**config.mk**
```make
export PLATFORM = sky130hd
export DESIGN_NAME = vjtag_cmd_rx
export DESIGN_NICKNAME = d
export VERILOG_FILES = /design/src/rtl/vjtag_cmd_pkg.sv /design/src/rtl/cmd_fifo.sv /design/src/rtl/vjtag_cmd_rx.sv
export SDC_FILE = /design/constraint.sdc
export NUM_CORES = 1
export LEC_CHECK = 0
export ABC_AREA = 1
export CORE_UTILIZATION = 57
export CTS_BUF_LIST = sky130_fd_sc_hd__clkbuf_8
export DETAILED_ROUTE_END_ITERATION = 10
export PLACE_DENSITY_LB_ADDON = 0.05
export SLEW_MARGIN = 20
export SYNTH_ARGS = -nofsm -noshare
export SYNTH_HDL_FRONTEND = slang
export SYNTH_SLANG_ARGS = --single-unit
export TNS_END_PERCENT = 1
```
**constraint.sdc**
```tcl
create_clock -name clk -period 3.5 [get_ports clk]
set_clock_uncertainty 0.2 [all_clocks]
set_input_delay 0.7 -clock clk [delete_from_list [all_inputs] [get_ports clk]]
set_output_delay 0.7 -clock clk [all_outputs]
set_load 0.005 [all_outputs]
```
**src/rtl/vjtag_cmd_pkg.sv**
```systemverilog
`timescale 1ns/1ps
// Shared definitions for the JTAG command path (receiver and decoder).
package vjtag_cmd_pkg;

  // Field layout of a 16-bit JTAG command word.
  localparam int unsigned CMD_DW   = 16;
  localparam int unsigned ADDR_MSB = 15;
  localparam int unsigned ADDR_LSB = 12;
  localparam int unsigned TYPE_MSB = 11;
  localparam int unsigned TYPE_LSB = 8;
  localparam int unsigned DATA_MSB = 7;
  localparam int unsigned DATA_LSB = 0;

  // Command type codes carried in the type field.
  localparam logic [3:0] CMD_NOP       = 4'd0;
  localparam logic [3:0] CMD_WRITE_REG = 4'd1;
  localparam logic [3:0] CMD_READ_REG  = 4'd2;
  localparam logic [3:0] CMD_WRITE_MEM = 4'd3;
  localparam logic [3:0] CMD_READ_MEM  = 4'd4;

  // Register file map addressed by the addr field.
  typedef enum logic [3:0] {
    REG_CTRL,
    REG_STATUS,
    REG_MEM_ADDR_LO,
    REG_MEM_ADDR_HI,
    REG_MEM_WDATA,
    REG_MEM_RDATA,
    REG_IRQ_MASK,
    REG_IRQ_STAT,
    REG_SCRATCH0,
    REG_SCRATCH1,
    REG_SCRATCH2,
    REG_SCRATCH3,
    REG_DBG0,
    REG_DBG1,
    REG_DBG2,
    REG_ID
  } reg_addr_t;

  // Receiver control states: INIT absorbs the toggle level after reset.
  typedef enum logic {
    ST_INIT,
    ST_RUN
  } rx_state_t;

  // A NOP word is dropped silently by the receiver.
  function automatic logic is_nop(input logic [CMD_DW-1:0] word);
    return word[TYPE_MSB:TYPE_LSB] == CMD_NOP;
  endfunction

endpackage

```
**src/rtl/cmd_fifo.sv**
```systemverilog
`timescale 1ns/1ps
// Synchronous first-word-fall-through FIFO; an extra pointer bit separates full from empty.
module cmd_fifo #(
  parameter int unsigned WIDTH = 16,
  parameter int unsigned DEPTH = 4
) (
  input  logic                     clk,
  input  logic                     rst_n,
  input  logic                     push,
  input  logic [WIDTH-1:0]         push_data,
  input  logic                     pop,
  output logic [WIDTH-1:0]         head_data,
  output logic                     full,
  output logic                     empty,
  output logic [$clog2(DEPTH):0]   level
);

  localparam int unsigned AW = $clog2(DEPTH);
  localparam logic [AW:0] PTR_ONE = {{AW{1'b0}}, 1'b1};

  logic [AW:0]      r_wr_ptr;
  logic [AW:0]      r_rd_ptr;
  logic [WIDTH-1:0] r_mem [DEPTH];

  logic w_pop_ok;
  logic w_push_ok;

  assign empty     = (r_wr_ptr == r_rd_ptr);
  assign full      = (r_wr_ptr[AW] != r_rd_ptr[AW]) &&
                     (r_wr_ptr[AW-1:0] == r_rd_ptr[AW-1:0]);
  assign level     = r_wr_ptr - r_rd_ptr;
  assign head_data = r_mem[r_rd_ptr[AW-1:0]];

  // A pop on empty is ignored; a push on full only lands if a pop frees the slot.
  assign w_pop_ok  = pop && !empty;
  assign w_push_ok = push && (!full || w_pop_ok);

  // Pointer update.
  always_ff @(posedge clk or negedge rst_n) begin
    // NOTE: sequential state uses non-blocking assignments so every flop samples pre-edge values.
    if (!rst_n) begin
      r_wr_ptr <= '0;
      r_rd_ptr <= '0;
    end else begin
      if (w_push_ok) r_wr_ptr <= r_wr_ptr + PTR_ONE;
      if (w_pop_ok)  r_rd_ptr <= r_rd_ptr + PTR_ONE;
    end
  end

  // Storage write.
  always_ff @(posedge clk) begin
    // NOTE: storage is not reset; pointers alone define which entries are valid.
    if (w_push_ok) r_mem[r_wr_ptr[AW-1:0]] <= push_data;
  end

endmodule

```
**src/rtl/vjtag_cmd_rx.sv**
```systemverilog
`timescale 1ns/1ps
// Turns each TCK-domain Update-DR toggle into one buffered clk-domain command.
module vjtag_cmd_rx
  import vjtag_cmd_pkg::*;
#(
  parameter int unsigned DW          = 16,
  parameter int unsigned SYNC_STAGES = 2,
  parameter int unsigned FIFO_DEPTH  = 4
) (
  input  logic                          clk,
  input  logic                          rst_n,
  input  logic [DW-1:0]                 jtag_word,
  input  logic                          jtag_toggle,
  input  logic                          cmd_ready,
  output logic                          cmd_valid,
  output logic [3:0]                    cmd_addr,
  output logic [3:0]                    cmd_type,
  output logic [7:0]                    cmd_data,
  output logic [$clog2(FIFO_DEPTH):0]   fifo_level,
  output logic                          overflow,
  input  logic                          overflow_clr,
  output logic [15:0]                   cmd_count
);

  localparam int unsigned    INIT_CYCLES = SYNC_STAGES + 1;
  localparam int unsigned    CW          = $clog2(INIT_CYCLES + 1);
  localparam logic [CW-1:0]  INIT_LAST   = CW'(INIT_CYCLES - 1);
  localparam logic [CW-1:0]  CNT_ONE     = CW'(1);

  logic [SYNC_STAGES-1:0] r_tog_sync;
  logic                   r_prev;
  logic [DW-1:0]          r_word_q;
  rx_state_t              r_state;
  logic [CW-1:0]          r_init_cnt;

  rx_state_t              w_state_nxt;
  logic                   w_tog_s;
  logic                   w_edge;
  logic                   w_push_req;
  logic                   w_push;
  logic                   w_pop;
  logic                   w_drop;
  logic                   w_full;
  logic                   w_empty;
  logic [DW-1:0]          w_head;

  assign w_tog_s = r_tog_sync[SYNC_STAGES-1];

  // Toggle synchronizer, previous-toggle flop and word capture.
  always_ff @(posedge clk or negedge rst_n) begin
    if (!rst_n) begin
      r_tog_sync <= '0;
      r_prev     <= 1'b0;
      r_word_q   <= '0;
    end else begin
      r_tog_sync <= {r_tog_sync[SYNC_STAGES-2:0], jtag_toggle};
      r_prev     <= w_tog_s;
      r_word_q   <= jtag_word;
    end
  end

  // State register and INIT settle counter.
  always_ff @(posedge clk or negedge rst_n) begin
    if (!rst_n) begin
      r_state    <= ST_INIT;
      r_init_cnt <= '0;
    end else begin
      r_state <= w_state_nxt;
      if (r_state == ST_INIT) r_init_cnt <= r_init_cnt + CNT_ONE;
    end
  end

  // Next state and edge detect; edges are suppressed until the synchronizer has settled.
  always_comb begin
    // NOTE: every always_comb output gets a default first so no path can infer a latch.
    w_state_nxt = r_state;
    w_edge      = 1'b0;
    case (r_state)
      ST_INIT: if (r_init_cnt == INIT_LAST) w_state_nxt = ST_RUN;
      ST_RUN:  w_edge = w_tog_s ^ r_prev;
    endcase
  end

  assign w_pop      = !w_empty && cmd_ready;
  assign w_push_req = w_edge && !is_nop(r_word_q);
  assign w_push     = w_push_req && (!w_full || w_pop);
  assign w_drop     = w_push_req && w_full && !w_pop;

  // Sticky overflow (set beats clear) and accepted-command counter.
  always_ff @(posedge clk or negedge rst_n) begin
    if (!rst_n) begin
      overflow  <= 1'b0;
      cmd_count <= '0;
    end else begin
      if (w_drop)            overflow <= 1'b1;
      else if (overflow_clr) overflow <= 1'b0;
      if (w_push) cmd_count <= cmd_count + 16'd1;
    end
  end

  cmd_fifo #(
    .WIDTH (DW),
    .DEPTH (FIFO_DEPTH)
  ) u_fifo (
    .clk       (clk),
    .rst_n     (rst_n),
    .push      (w_push),
    .push_data (r_word_q),
    .pop       (w_pop),
    .head_data (w_head),
    .full      (w_full),
    .empty     (w_empty),
    .level     (fifo_level)
  );

  // Head fields are forced to zero while nothing is buffered.
  assign cmd_valid = !w_empty;
  assign cmd_addr  = cmd_valid ? w_head[ADDR_MSB:ADDR_LSB] : 4'd0;
  assign cmd_type  = cmd_valid ? w_head[TYPE_MSB:TYPE_LSB] : 4'd0;
  assign cmd_data  = cmd_valid ? w_head[DATA_MSB:DATA_LSB] : 8'd0;

endmodule

```
=== Yosys cells after proc, flatten, opt, wreduce, memory -nomap -nowiden ===
Memory sizes are Yosys's and may differ from the RTL's.
Index checks and enable logic that the tools add are counted.

* Word-level logic and storage cells: 46
* Bits in registers: 45
* Memories: 1
* Output and inout port bits: 37
* Memory bits (writable): 64

* Equality and inequality tests: 4
* Add/subtract/negate cells: 5
* Muxes and demuxes: 10
* Bitwise gates (word level): 1
* Reduce and logical (&&, ||, !) cells: 16

{| class="wikitable"
|+ Memory list
! name !! depth !! width !! rd ports !! clocked after memory_dff !! wr ports !! line !! text
|-
| u_fifo.r_mem || 4 || 16 || 1 || 0 || 1 || cmd_fifo.sv:23 || <nowiki>logic [WIDTH-1:0] r_mem [DEPTH];</nowiki>
|}

{| class="wikitable"
|+ Operators by type and width
! operator !! number
|-
| $add 16x1->16 const B || 1
|-
| $logic_and 1x1->1 || 8
|-
| $mux 4 || 2
|-
| $mux 8 || 1
|-
| $mux 1 || 7
|-
| $add 3x1->3 const B || 2
|-
| $logic_not 1->1 || 4
|-
| $logic_not 4->1 || 1
|-
| $eq 3x3->1 || 1
|-
| $sub 3x3->3 || 1
|-
| $add 2x1->2 const B || 1
|-
| $eq 2x2->1 || 1
|-
| $eq 2x2->1 const B || 1
|-
| $logic_or 1x1->1 || 2
|-
| $reduce_bool 2->1 || 1
|-
| $ne 1x1->1 || 1
|-
| $xor 1x1->1 || 1
|}

=== Depth between registers and ports, before layout ===
Gate-level depths: netlist of run 1.

* Depth in word-level cells: 8
* Depth in mapped cells: 12
* Gate-level depth less buffers: 9

=== By module ===
From an unflattened synthesis of run 1, not the netlist that was laid out.

* Cells, all modules: 426
* Area, all modules: 4714.5 µm²

{| class="wikitable"
|+ Modules (own cells, without submodules)
! module !! area each (µm²) !! seq. area each (µm²) !! instances !! cells an instance
|-
| cmd_fifo || 2894.0 || 2072.0 || 1 || 216
|-
| vjtag_cmd_rx || 1820.5 || 975.9 || 1 || 210
|}

=== Worst setup path after synthesis of run 1 ===
Ideal clock, no wire load.

* Path kind: reg2reg
* From: reg u_fifo.r_rd_ptr[1]
* To: mem u_fifo.r_mem[0][0] (enable)
* Path buffers: 4
* Stages on the path, launching flop included: 12
* Setup slack: 0.524 ns
* Data arrival time: 2.387 ns
* Period minus slack after synthesis: 2.976 ns
* Library setup time: 0.389 ns
* Cell sequence: dfrtp_1 -> buf_2 -> inv_2 -> buf_2 -> ha_1 -> nand2_1 -> nor2_1 -> nand2_2 -> nand3_2 -> buf_6 -> buf_8 -> nor2_1

* Word-level cells in the longest chain between the ends: 8
* Elaborated cells on any way between the ends: 13

{| class="wikitable"
|+ RTL lines
! item !! line !! text
|-
| from (decl) || cmd_fifo.sv:22 || <nowiki>logic [AW:0] r_rd_ptr;</nowiki>
|-
| from (signal assigned) || cmd_fifo.sv:46 || <nowiki>if (w_pop_ok) r_rd_ptr <= r_rd_ptr + PTR_ONE;</nowiki>
|-
| $eq 3x3->1 / $eq 2x2->1 (equally long branches) || cmd_fifo.sv:28, cmd_fifo.sv:30 ||
|-
| $logic_not 1->1 / $logic_and 1x1->1 (equally long branches) || cmd_fifo.sv:35, vjtag_cmd_rx.sv:84, cmd_fifo.sv:29 ||
|-
| $logic_and 1x1->1 / $logic_not 1->1 (equally long branches) || vjtag_cmd_rx.sv:84, cmd_fifo.sv:36, vjtag_cmd_rx.sv:86 ||
|-
| $logic_or 1x1->1 / $logic_and 1x1->1 (equally long branches) || vjtag_cmd_rx.sv:86, cmd_fifo.sv:35 ||
|-
| $logic_and 1x1->1 / $logic_or 1x1->1 (equally long branches) || vjtag_cmd_rx.sv:86, cmd_fifo.sv:36 ||
|-
| $logic_and 1x1->1 * || cmd_fifo.sv:36 || <nowiki>assign w_push_ok = push && (!full || w_pop_ok);</nowiki>
|-
| $mux 1 * || cmd_fifo.sv:53 || <nowiki>if (w_push_ok) r_mem[r_wr_ptr[AW-1:0]] <= push_data;</nowiki>
|-
| $mux 1 (implied by the code) * || cmd_fifo.sv:53 ||
|-
| to (decl) || cmd_fifo.sv:23 ||
|}

Every way passes the cells marked *; elsewhere a longest branch is shown, timed or not.

=== Worst setup path in the final report of run 1 ===
* From: reg u_fifo.r_rd_ptr[1]
* To: out cmd_data[6]

* Word-level cells in the longest chain between the ends: 2
* Elaborated cells on any way between the ends: 3

{| class="wikitable"
|+ RTL lines
! item !! line !! text
|-
| $mem_v2 4x16 / $eq 3x3->1 (equally long branches) || -- ||
|-
| $mux 8 * || vjtag_cmd_rx.sv:120 || <nowiki>assign cmd_data = cmd_valid ? w_head[DATA_MSB:DATA_LSB] : 8'd0;</nowiki>
|-
| to (decl) || vjtag_cmd_rx.sv:18 || <nowiki>output logic [7:0] cmd_data,</nowiki>
|}

Marks and branches as above.

==> impl_metrics.json, run 1 <==
{
  "reg2reg_from": "u_fifo.r_rd_ptr[1]",
  "detail-route-antenna-nets": 0,
  "synth_xor_area_frac": 0.0212,
  "power.static_leakage_nw": 2.13,
  "finalNetCount": 509,
  "arrival_ps": 2370,
  "holdCritPathClass": "primary input to async pin",
  "vias": 3028,
  "seqPwrFrac": 0.396,
  "syn_to_final_growth_pct": 20.2,
  "hold_viol": 0,
  "cts.htree.levels": 3,
  "viasPerCell": 5.18,
  "cpPeakStageDelay_ps": 520,
  "cts.sinks": 109,
  "fin_crit_ps": 3270,
  "cts_tree": "built",
  "yosysSeqAreaShare": 0.670,
  "synth_area_leader_cell": "edfxtp_1",
  "final_core_util": 0.708,
  "dp_hpwl_um": 5680,
  "status": "complete, no violations",
  "layout-drive-gt1-share": 0.0849,
  "endpoint_kind": "primary output",
  "synth_compound_area_frac": 0.0704,
  "ys_types": 28,
  "drt_iter0_drc": 120,
  "initial_core_util": 0.589,
  "ys_warn_count": 0,
  "postRouteWirelength_um": 8830,
  "final_cell_mix": "nor2_1 (84), nand2_1 (68), edfxtp_1 (64)",
  "multi_input_area_sq_um": 1310,
  "pin_count": 58,
  "maxCapViolCount": 0,
  "grt_pass1_wl_um": 14400,
  "overflow": 0,
  "crit_chain": "buf_4 > inv_4 > ha_1 > nand2_1 > nor2_4 > buf_12 > a21oi_1 > clkdlybuf4s50_1",
  "synth_top_area_frac": 0.423,
  "grt_start_max_net_pins": 46,
  "ys_seq_elements": 109,
  "die_w_um": 91.3,
  "synth_area_leaders": "edfxtp_1 (42%), dfrtp_1 (25%), nor2_1 (6.9%), nand2_1 (5.6%), o21ai_0 (4.1%)",
  "synth_adder_area_share": 0.0292,
  "postSynthCellCount": 416,
  "tns_ps": 0,
  "route.detailed.drc": 0,
  "syn_area_sq_um": 4550,
  "path_max_fanout": 18,
  "nFillCells": 552,
  "regArea_sq_um": 3050,
  "ir_drop_mv": 0.603,
  "fmax_mhz": 306,
  "mostFrequentLayoutCell": "nor2_1",
  "critPathLaunch": "u_fifo.r_rd_ptr[1]",
  "cts_root_buffer": "clkbuf_8",
  "p_int_mw": 2.99,
  "synthMuxAreaShare": 0,
  "finalSetupViolations": 0,
  "synth_top_family_by_area": "simple AND/OR/NAND/NOR gates",
  "num_antenna_cells": 0,
  "die_y_um": 91.3,
  "yosys.area_share.simple": 0.167,
  "grt_usage": 0.229,
  "fin_crit_sh": 0.935,
  "relSlewSlack": 0.605,
  "rows": 32,
  "port_buffers": 57,
  "dr.pass1.iters": 4,
  "p_sw_frac": 0.335,
  "clk_path_buf_depth": 2,
  "syn_avg_cell_area_sq_um": 10.9,
  "slew_viol_final": 0,
  "cts_buffers": 9,
  "critPathRequiredTime_ps": 2600,
  "place_congestion": 0.775,
  "first_global_vias": 2979,
  "powerDensity_nw_per_um2": 823,
  "rsz0062_at_grt": "false",
  "p_sw_mw": 1.51,
  "antenna_found_initial": 0,
  "coreArea_sq_um": 7730,
  "crit_type": "flop to primary output",
  "startpoint_type": "flop",
  "dieArea_sq_um": 8340,
  "synth_nets": 447,
  "p_comb_frac": 0.414,
  "cpMaxStageDelayCell": "clkdlybuf4s50_1",
  "worstMarginPinSlew_ps": 593,
  "clkSlewWorstSetupHoldPaths_ps": 100,
  "clock_latency_ps": 360,
  "power_frac_clock": 0.190,
  "wl_per_cell_um": 15.1
}
metrics by stage:
| stage | setup WS, ps | hold WS (ps) | total power [mW] | cells | cell area (sq um) |
|---|---|---|---|---|---|
| floorplan | 524 | 131 | 2.75 | 416 | 4550 |
| global placement | 561 | 134 | 3.60 | 568 | 5210 |
| detailed placement | 466 | 151 | 3.65 | 568 | 5210 |
| CTS | 57.3 | 174 | 4.50 | 584 | 5440 |
| global route | 78.1 | 165 | 4.79 | 585 | 5470 |
| finish | 227 | 140 | 4.50 | 585 | 5470 |
layout make-up:
cell class / count / area share
clock buffers: 11 / 0.0277
inverters: 27 / 0.0190
flip-flops and latches: 109 / 0.557
well taps: 102 / 0.0233
repair buffers: 66 / 0.119
multi-input cells: 265 / 0.239
clock inverters: 5 / 0.0149
cells in the mapped netlist:
library cell,instances
a21oi_1,16
buf_2,7
buf_4,2
buf_6,1
buf_8,1
clkbuf_1,4
dfrtp_1,45
edfxtp_1,64
fa_1,1
ha_1,9
inv_1,25
inv_2,2
nand2_1,68
nand2_2,4
nand3_1,8
nand3_2,1
nand3b_1,2
nand4_1,6
nor2_1,84
nor2_2,5
nor2_4,2
o21ai_0,37
o21ai_1,8
o21ai_2,1
o22ai_1,1
or2_2,1
xnor2_1,5
xor2_1,6
state kept, by name (all words and copies together) (netlist names), 2 cells and up:
name	cells
u_fifo.r_wr_ptr	3
cmd_count	16
r_init_cnt	2
u_fifo.r_rd_ptr	3
r_word_q	16
u_fifo.r_mem	64
r_tog_sync	2
metal layers:
metal,share of wire,track usage
met2,0.51,0.374
met4,0.011,0.0794
met1,0.44,0.303
met5,0,0
met3,0.041,0.0536
logic make-up (layout without fill, tap and decap cells):
family | after synthesis | count (layout)
and+or+nand+nor | 181 | 181
buffers and inverters | 42 | 109
DFF | 109 | 109
xor gates and xnor gates | 11 | 11
AOI/OAI and AO/OA | 63 | 63
adders and majority gates | 10 | 10
power by group through the flow:
stage,Sequential [mW],Clock (mW),Combinational [mW]
final,1.78,0.853,1.86
after detailed placement,1.81,0,1.84
after global routing,1.81,0.916,2.06
after CTS,1.78,0.868,1.85
after floorplan,1.78,0,0.967
after global placement,1.80,0,1.80
worst max-delay path: cells and delay by family (launching register included):
kind | cells | cell delay, ps
AO/OA/AOI/OAI | 1 | 150
AND/OR/NAND/NOR | 2 | 190
adder cells (fa/ha/maj) | 1 | 260
buffers and inverters | 4 | 1020
flip-flops | 1 | 390
path summary, 6_finish.rpt:
check                                     endpoint  slack, ps  cells past startpoint
worst max register to register       cmd_count[10]        830                     11
max in group asynchronous       u_fifo.r_rd_ptr[0]       2560                      1
worst min-delay path                  r_word_q[14]        140                      1
worst min register to register       r_tog_sync[1]        170                      0
min in group clk                     r_tog_sync[1]        170                      0
worst max-delay path                   cmd_data[6]        230                      8
repair_timing:
action | CTS | global route
hold buffers | 0 | 0
endpoints found under the setup margin | 0 | 17
hold endpoints to repair | 0 | 0
buffers inserted | 0 | 1
gates resized for setup | 0 | 2
No activity file was read; power rests on OpenSTA's default activity.
==> run 2, diff against run 1 <==
- TNS_END_PERCENT: 1 -> default
==> results of run 2 <==
The final DEF is identical to that of run 1; final timing and power are the same.
==> run 3, diff against run 2 <==
- CORE_MARGIN: default -> 2
- CORE_UTILIZATION: 57 -> 34
==> run 3 against run 2 <==
Worst hold slack worse by 48 ps. Largest cell class unchanged. Die area is 72% higher. Critical path depth is 3 lower. Sequential power hardly changed. Clock power is 4.1% lower. Highest routed layer unchanged. Non-clock buffer count is 2 higher. Count of clock-buffer cells in the layout is 1 lower.
==> impl_metrics.json, run 3 (synthesized netlist as in run 1, its figures left out) <==
{
  "worstMarginPinSlew_ps": 658,
  "fmax_mhz": 310,
  "final_cell_mix": "nor2_1 (84), nand2_1 (68), edfxtp_1 (64)",
  "die_w_um": 120,
  "port_buffers": 57,
  "cts_buffers": 9,
  "seqPwrFrac": 0.402,
  "syn_to_final_growth_pct": 21.9,
  "num_antenna_cells": 0,
  "ir_drop_mv": 0.370,
  "crit_type": "flop to primary output",
  "largest_reg_flops": 64,
  "postRouteWirelength_um": 9660,
  "power_frac_clock": 0.183,
  "place_congestion": 0.800,
  "dieArea_sq_um": 14300,
  "vias": 2968,
  "design_area_sq_um": 5540,
  "cpPeakStageDelay_ps": 490,
  "grt_pass1_wl_um": 15800,
  "finalNetCount": 511,
  "report.power.total_mw": 4.47,
  "first_global_vias": 3005,
  "cts.sinks": 109,
  "hold_viol": 0,
  "layout-drive-gt1-share": 0.0887,
  "critPathRequiredTime_ps": 2600,
  "r2r-end": "u_fifo.r_mem[3][0]",
  "r2r_slack_ps": 1040,
  "p_sw_mw": 1.52,
  "dp_hpwl_um": 6200,
  "overflow": 0,
  "antenna_found_initial": 0,
  "cts.htree.levels": 3,
  "cts_root_buffer": "clkbuf_8",
  "rows": 42,
  "tns_ps": 0,
  "status": "complete, no violations",
  "pin_count": 58,
  "clock_latency_ps": 380,
  "finalSetupViolations": 0,
  "path_max_fanout": 18,
  "viasPerCell": 4.49,
  "powerDensity_nw_per_um2": 806,
  "p_int_mw": 2.94,
  "rsz0062_at_grt": "false",
  "grt_usage": 0.147,
  "grt_start_max_net_pins": 33,
  "critPathLaunch": "u_fifo.r_rd_ptr[0]",
  "p_sw_frac": 0.341,
  "fin_crit_sh": 0.920,
  "reg2reg_from": "u_fifo.r_wr_ptr[0]",
  "dpl_cell_area_sq_um": 5330,
  "mostFrequentLayoutCell": "nor2_1",
  "dr.pass1.iters": 4,
  "holdCritPathClass": "primary input to async pin",
  "coreArea_sq_um": 13100,
  "clkSlewWorstSetupHoldPaths_ps": 110,
  "startpoint_type": "flop",
  "maxCapViolCount": 0,
  "cts_tree": "built",
  "endpoint_kind": "primary output",
  "power.static_leakage_nw": 2.12,
  "arrival_ps": 2320,
  "fin_crit_ps": 3220,
  "initial_core_util": 0.346,
  "slew_viol_final": 0,
  "p_comb_frac": 0.414,
  "route.detailed.drc": 0,
  "detail-route-antenna-nets": 0,
  "clk_path_buf_depth": 2,
  "crit_chain": "ha_1 > nand2_1 > nor2_4 > a21oi_1 > clkdlybuf4s50_1",
  "cpMaxStageDelayCell": "dfrtp_2",
  "drt_iter0_drc": 188,
  "r2r_cells": 7,
  "relSlewSlack": 0.560,
  "wl_per_cell_um": 14.6,
  "die_y_um": 120
}
## run 3: cell count changes in the layout (fill, tap and decap cells not counted), sizes merged
cell and change:
clkinv +3, buf +2, inv -2, clkbuf -1
## run 3: critical path: cells and delay by family, from the launching register on
| kind | cells | cell delay [ps] |
|---|---|---|
| DFF | 1 | 490 |
| buffers and inverters | 1 | 480 |
| adders and majority gates | 1 | 320 |
| and+or+nand+nor | 2 | 560 |
| AOI/OAI and AO/OA | 1 | 100 |
## run 3: power by group through the flow
stage	sequential, mW	combinational [mW]	clock (mW)
after floorplan	1.78	0.967	0
after global placement	1.82	1.88	0
after detailed placement	1.83	1.88	0
after CTS	1.80	1.90	0.858
after global routing	1.84	2.08	0.910
final	1.80	1.85	0.818
## run 3: layout make-up
class / count / area, sq um
Inverter: 27 / 104
Fill cell: 1277 / 7590
Tap cell: 176 / 220
Clock buffer: 10 / 138
Timing Repair Buffer: 68 / 648
Multi-Input combinational cell: 265 / 1310
Clock inverter: 6 / 77.6
Sequential cell: 109 / 3050
## run 3: metal layers
layer / share of wire / routed length (um) / GRT usage
met1: 0.46 / 4460 / 0.190
met2: 0.48 / 4660 / 0.237
met3: 0.044 / 424 / 0.0456
met4: 0.013 / 122 / 0.0463
met5: 0 / 0 / 0
## run 3: repair_timing
action,CTS,global route
setup endpoints to repair,0,7
buffers inserted,0,0
hold buffers,0,0
resized for setup,0,3
## run 3: worst max-delay path by stage
| stage | end | slack (ps) | cells after the start |
|---|---|---|---|
| detailed placement | cmd_data[5] | 540 | 5 |
| CTS | cmd_data[5] | 110 | 5 |
| global placement | cmd_type[3] | 560 | 5 |
| floorplan | u_fifo.r_mem[0][0] | 520 | 11 |
| finish | cmd_type[3] | 280 | 5 |
| global route | cmd_type[3] | 40 | 6 |
## run 3: metrics by stage
step | cells | worst slack [ps] | util | hold WS [ps]
after floorplan | 416 | 524 | - | 131
after global placement | 645 | 565 | 0.405 | 133
after detailed placement | 645 | 541 | 0.405 | 145
after CTS | 661 | 109 | 0.422 | 95.3
after global routing | 661 | 44.5 | 0.422 | 108
final | 661 | 278 | 0.422 | 92.0
